==> config.mk <==
export PLATFORM = sky130hd
export DESIGN_NAME = param_sync_counter
export DESIGN_NICKNAME = d
export VERILOG_FILES = /design/src/rtl/param_sync_counter.sv
export SDC_FILE = /design/constraint.sdc
export NUM_CORES = 1
export LEC_CHECK = 0
export ABC_CLOCK_PERIOD_IN_PS = 4390
export CAP_MARGIN = 20
export CORE_AREA = 4 4 41 43
export CTS_CLUSTER_DIAMETER = 40
export DETAILED_ROUTE_END_ITERATION = 10
export DIE_AREA = 0 0 45 47
export PLACE_DENSITY = 0.65
export SETUP_SLACK_MARGIN = 0.5
export SYNTH_ARGS = -nofsm -noshare
export SYNTH_HDL_FRONTEND = slang
export SYNTH_SLANG_ARGS = --single-unit
==> constraint.sdc <==
create_clock -name clock_i -period 4.39 [get_ports clock_i]
set_clock_uncertainty 0.1 [all_clocks]
set_input_delay 0.878 -clock clock_i [delete_from_list [all_inputs] [get_ports clock_i]]
set_output_delay 0.878 -clock clock_i [all_outputs]
set_load 0.005 [all_outputs]
==> src/rtl/param_sync_counter.sv <==
// param_sync_counter: parametrised up/down modulo counter with load, clears, tc and a registered wrap pulse
//   Optional feature macro: CNT_SATURATE_EN (saturate at the ends instead of wrapping; wrap_o tied low)
//   Parameters: WIDTH (>= 2), MODULUS (2..2**WIDTH), count range 0..MODULUS-1
//   Ports:
//     clock_i     rising-edge clock
//     clear_i     asynchronous active-high reset (q_o = 0, wrap_o = 0)
//     sync_clr_i  synchronous clear, highest edge priority
//     load_i      synchronous load of load_val_i (clamped to MODULUS-1)
//     load_val_i  load value
//     cnt_en_i    count enable
//     up_dn_i     1 = count up, 0 = count down
//     q_o         registered count
//     tc_o        combinational terminal count
//     wrap_o      registered one-cycle pulse when the count wraps
module param_sync_counter #(
  parameter int WIDTH   = 4,
  parameter int MODULUS = 16
) (
  input  logic             clock_i,
  input  logic             clear_i,
  input  logic             sync_clr_i,
  input  logic             load_i,
  input  logic [WIDTH-1:0] load_val_i,
  input  logic             cnt_en_i,
  input  logic             up_dn_i,
  output logic [WIDTH-1:0] q_o,
  output logic             tc_o,
  output logic             wrap_o
);
  localparam logic [WIDTH-1:0] MAX = WIDTH'(MODULUS - 1);
  logic [WIDTH-1:0] q_q, q_d, step_v, load_v;
  logic             wrap_q, wrap_d, at_end;
  assign at_end = up_dn_i ? (q_q == MAX) : (q_q == '0);
  assign tc_o   = cnt_en_i & at_end;
  assign load_v = (load_val_i > MAX) ? MAX : load_val_i;
`ifdef CNT_SATURATE_EN
  // At the terminal point the count simply holds.
  assign step_v = at_end ? q_q : (up_dn_i ? q_q + WIDTH'(1) : q_q - WIDTH'(1));
  assign wrap_d = 1'b0;
`else
  // Explicit wrap targets keep q below MODULUS even when MODULUS < 2**WIDTH.
  assign step_v = up_dn_i ? (at_end ? '0 : q_q + WIDTH'(1)) : (at_end ? MAX : q_q - WIDTH'(1));
  assign wrap_d = ~sync_clr_i & ~load_i & tc_o;
`endif
  assign q_d = sync_clr_i ? '0 : load_i ? load_v : cnt_en_i ? step_v : q_q;
  always_ff @(posedge clock_i or posedge clear_i) begin
    if (clear_i) begin
      q_q    <= '0;
      wrap_q <= 1'b0;
    end else begin
      q_q    <= q_d;
      wrap_q <= wrap_d;
    end
  end
  assign q_o    = q_q;
  assign wrap_o = wrap_q;
endmodule
-- Yosys cells after proc, flatten, opt, wreduce, memory -nomap -nowiden
Index checks and enable logic that the tools add are counted.
- register bits: 5
- bits in latches: 0
- RAM bits: 0
- bits in read-only memories: 0
- input port bits: 10
- memories: 0
- add/subtract/negate cells: 2
- $mul: 0
- div/mod/pow operators: 0
- $lt $le $gt $ge: 1
- equality and inequality tests: 1
- shift-type cells: 0
- mux-type cells: 8
- bitwise operators: 5
- reduce and logical (&&, ||, !) cells: 2
- operators with widths (operator ; number):
    2-to-1 mux 4 bit ; 7
    adder 4 x 1 -> 4 bit (second input constant) ; 1
    == test 4 bit (second input constant) ; 1
    > comparator 4 bit (second input constant) ; 1
    zero test 4 bit ; 1
    subtractor 4 x 1 -> 4 bit (second input constant) ; 1
    bitwise AND 1 bit ; 3
    nonzero test 3 bit ; 1
    NOT 1 bit ; 2
    2-to-1 mux 1 bit ; 1

-- Depth between registers and ports, before layout
- depth in word-level cells: 7
- depth in mapped cells: 6

-- Worst setup path after synthesis
OpenSTA, ideal clock, no wires.
- kind: input port to output port
- start: in up_dn_i
- end: out tc_o
- arrival time: 1.283 ns
- required time: 3.412 ns
- path slack: 2.129 ns
- stages on the path: 3
- buffers on the path: 0
- path through: and3_1 -> mux2i_1 -> nor2_1
- longest elaborated chain between the ends: 2
- RTL lines (element ; RTL line ; text):
    from (decl) ; 25 ; input logic up_dn_i,
    2-to-1 mux 1 bit ; 33 ; assign at_end = up_dn_i ? (q_q == MAX) : (q_q == '0);
    bitwise AND 1 bit ; 34 ; assign tc_o = cnt_en_i & at_end;
    to (decl) ; 27 ; output logic tc_o,
Every way passes these cells.

-- Final worst setup path
Same ends and word-level chain as after synthesis.

==> results <==
- The flow ran to the end, and the final reports show no timing, DRC or antenna violations.
- Setup repair after global routing left no endpoint under its margin.
- TritonCTS built the clock tree.
- The cell row count is 13.
- The worst min-delay path category is reg -> reg.
- The biggest area consumer among synthesized cells is sky130_fd_sc_hd__dfrtp_1.
- The count of max-cap constraint violations is 0.
- The share of the synthesized area in the top cell type is 0.2890.
- The net count of the finished layout is 79.
- At the pin with the least slew margin, the transition time is 384.6 ps.
- Along the worst path, the maximum fanout reaches 6.
- Summed over all layers, the global routing overflow is 0.
- The final count of hold timing violations was 0.
- After layout, the worst setup slack is 1016 ps.
- The setup path with the least slack is of type in -> out.
- The die is 45 µm wide.
- The final wirelength is 988 µm.
- The async set-or-reset flop fraction in the synthesized netlist is 1.000.
- The number of filler cells placed in the layout is 140.
- Counting every net in the synthesized netlist gives 62.
- The number of vias per cell after detailed routing is 5.210.
- The detailed-router iteration count before antenna repair is 4.
- In this run the count of I/O pins placed on the die edge is 16.
- The fmax is 296.4 MHz.
- After detailed routing, the average wire length per cell comes to 12.20 µm.
- The floorplan step defined a die boundary enclosing 2115 µm².
- In the post-synthesis netlist, the biggest area contributors are sky130_fd_sc_hd__dfrtp_1, sky130_fd_sc_hd__inv_1, sky130_fd_sc_hd__a2111oi_2.
- Data on the critical path is required at its endpoint by 3410 ps.
- The netlist uses 24 different library cells.
- The clock slew seen by the registers of the worst setup and hold paths is 40 ps.
- The worst pin sits at a relative slew slack of 0.7428.
- The longest clock path from root to sink contains 2 buffers.
- Data arrives at the worst endpoint at 2400 ps.
- In this run the cell area of the synthesized design comes to 432.9 µm².
- The sequential share of the synthesized area is 0.2890.
- Buffers inserted during clock tree synthesis total 3.
- The yosys synthesis warning count is 0.
- After detailed routing, the number of remaining DRC violations is 0.
- Routability-driven placement finished with a final weighted congestion of 0.8704.
- The residual antenna-violating net count after detailed routing is 0.
- For this configuration, the core starts out at a cell density of 0.3327.
- The number of antenna violations at the first check in global routing was 0.
- The register bit total from synthesis is 5.
- The number of setup violations in the final report is 0.
- By count the netlist is led by sky130_fd_sc_hd__inv_1, sky130_fd_sc_hd__dfrtp_1, sky130_fd_sc_hd__a21oi_1.
- For this run, the leading register cell type out of synthesis is sky130_fd_sc_hd__dfrtp_1.
- The final sum of negative setup slack is 0 ps.
- From bottom edge to top edge, the die measures 47 µm.
- In this run the tool buffered the top-level ports with 15 buffer cells.
- Prior to clock tree synthesis, the placed netlist has a worst setup slack of 1031 ps.
- Post-CTS repair changed the size of 0 cells.
- The synthesized netlist cell count is 50.
- For this design the ratio of total power to cell area is 255.7 nW/µm².
- Detailed placement finished with a half-perimeter wire length of 751.3 µm.
- Buffers inserted to repair hold after CTS numbered 0.
- The analysis attributes to cell leakage a power of 0.0002729 µW.
- The core outline area is 1301 µm².
- For this run, the total global-route usage over all layers was measured as 0.1126.
- In this run, the number of DRC markers left after iteration 0 of detailed routing was 3.
- Clock tree synthesis found a total of 5 sinks.
- The worst setup path is launched from a primary input.
- Overall power consumption after layout is estimated at 154.9 µW.
- The worst path needs 3374 ps of the cycle, external delays included.
- In the finished design, the share of the clock period the worst path needs comes to 0.7686.
- STA classifies the critical path endpoint as an output port.
- The pin count of the biggest net entering global routing is 11.
- The clock root buffer is sky130_fd_sc_hd__clkbuf_4.
- Across all layers, the routed design uses 422 vias.
- In the final layout, the share of cells above drive strength 1 is 0.1061.
- The synthesis-to-finish area growth is 39.88%.
- The maximum VDD drop is 0.0002053 V.
- The number of inserted diodes is 0.
- The post-CTS setup repair buffer count is 0.
- In this run, synthesis inferred 0 flip-flops with an integrated enable.
- The count of pins over their slew limit is 0.
- In this run the number of H-tree levels came out at 1.
- Dividing the synthesized area by the synthesized cell count gives 8.658 µm².
- The number of global-route vias before repair is 408.
- sky130_fd_sc_hd__inv_1 is the most common cell in the netlist.
- The insertion delay of the later-clocked pin in the worst-skew pair is 240 ps.
- The wire length of the first global-routing pass is 1.697 mm.
## cell type report
type / instances / area, µm² / share of cell area
flip-flops and latches: 5 / 125.1 / 0.2066
multi-input cells: 32 / 247.7 / 0.4091
repair buffers: 15 / 150.1 / 0.2479
inverters: 10 / 37.54 / 0.06198
well taps: 15 / 18.77 / 0.03099
clock buffers: 4 / 26.28 / 0.04339
## critical path, cell delays in order
cell                              delay, ps
sky130_fd_sc_hd__clkdlybuf4s50_1        590
sky130_fd_sc_hd__and3_1                 230
sky130_fd_sc_hd__mux2i_1                100
sky130_fd_sc_hd__nor2_1                 100
sky130_fd_sc_hd__clkdlybuf4s50_1        510
## state kept, by name, summed over array words and instances, names as in the netlist
signal  count
q_o         4
wrap_o      1
## power breakdown
part | total, µW | internal [µW] | switching, µW | leakage (µW)
Sequential | 57.3 | 49.4 | 7.94 | 0.0000653
Combinational | 44.6 | 26.0 | 18.6 | 0.000193
Clock | 52.9 | 34.3 | 18.6 | 0.0000150
Total | 155 | 110 | 45.2 | 0.000273
## placed cells by master (no fill, tap or decap), types with 2 or more instances in the layout
master,Yosys,layout
sky130_fd_sc_hd__a2111oi_2,2,2
sky130_fd_sc_hd__nor3_1,3,3
sky130_fd_sc_hd__a221oi_1,2,2
sky130_fd_sc_hd__mux2i_1,2,2
sky130_fd_sc_hd__inv_1,10,10
sky130_fd_sc_hd__ha_1,2,2
sky130_fd_sc_hd__clkbuf_4,0,3
sky130_fd_sc_hd__dfrtp_1,5,5
sky130_fd_sc_hd__nor2_1,2,2
sky130_fd_sc_hd__o21ai_0,2,2
sky130_fd_sc_hd__clkdlybuf4s50_1,0,15
sky130_fd_sc_hd__a21oi_1,4,4
## stage by stage
step	instance area (µm²)	hold slack, ps	util	cells
finish	605.6	671.7	0.4654	81
global route	605.6	744.4	0.4654	81
CTS	605.6	667.1	0.4654	81
detailed placement	579.3	664.1	0.4452	77
global placement	579.3	642.4	0.4452	77
floorplan	432.9	556.5	-	50
## cell families (layout without fill, tap and decap cells)
family,Yosys count,in the layout,share of synthesized area
XOR/XNOR,1,1,0.02023
multiplexers,2,2,0.04624
buffers and inverters,13,29,0.1387
AND/OR/NAND/NOR,8,8,0.09540
flip-flops,5,5,0.2890
AO/OA/AOI/OAI,19,19,0.3526
adder cells (fa/ha/maj),2,2,0.05779
## per-layer routing
metal  track usage  vias to the layer above  share of wire
met5             0                        -              0
met4       0.01754                        0              0
met3       0.06130                        0          0.075
met2        0.1780                       15           0.44
met1        0.1379                      194           0.48
li1              -                      213              -
## final timing paths
kind	start	endpoint	slack, ps	cells past startpoint
setup / recovery	up_dn_i	tc_o	1020	5
hold / removal	q_o[0]	q_o[0]	670	2
setup reg to reg	q_o[0]	q_o[3]	2560	6
hold reg to reg	q_o[0]	q_o[0]	670	2
max in group asynchronous	clear_i	wrap_o	3280	2
min in group asynchronous	clear_i	q_o[1]	730	2
Note: power is estimated with default switching activity, not from simulation.
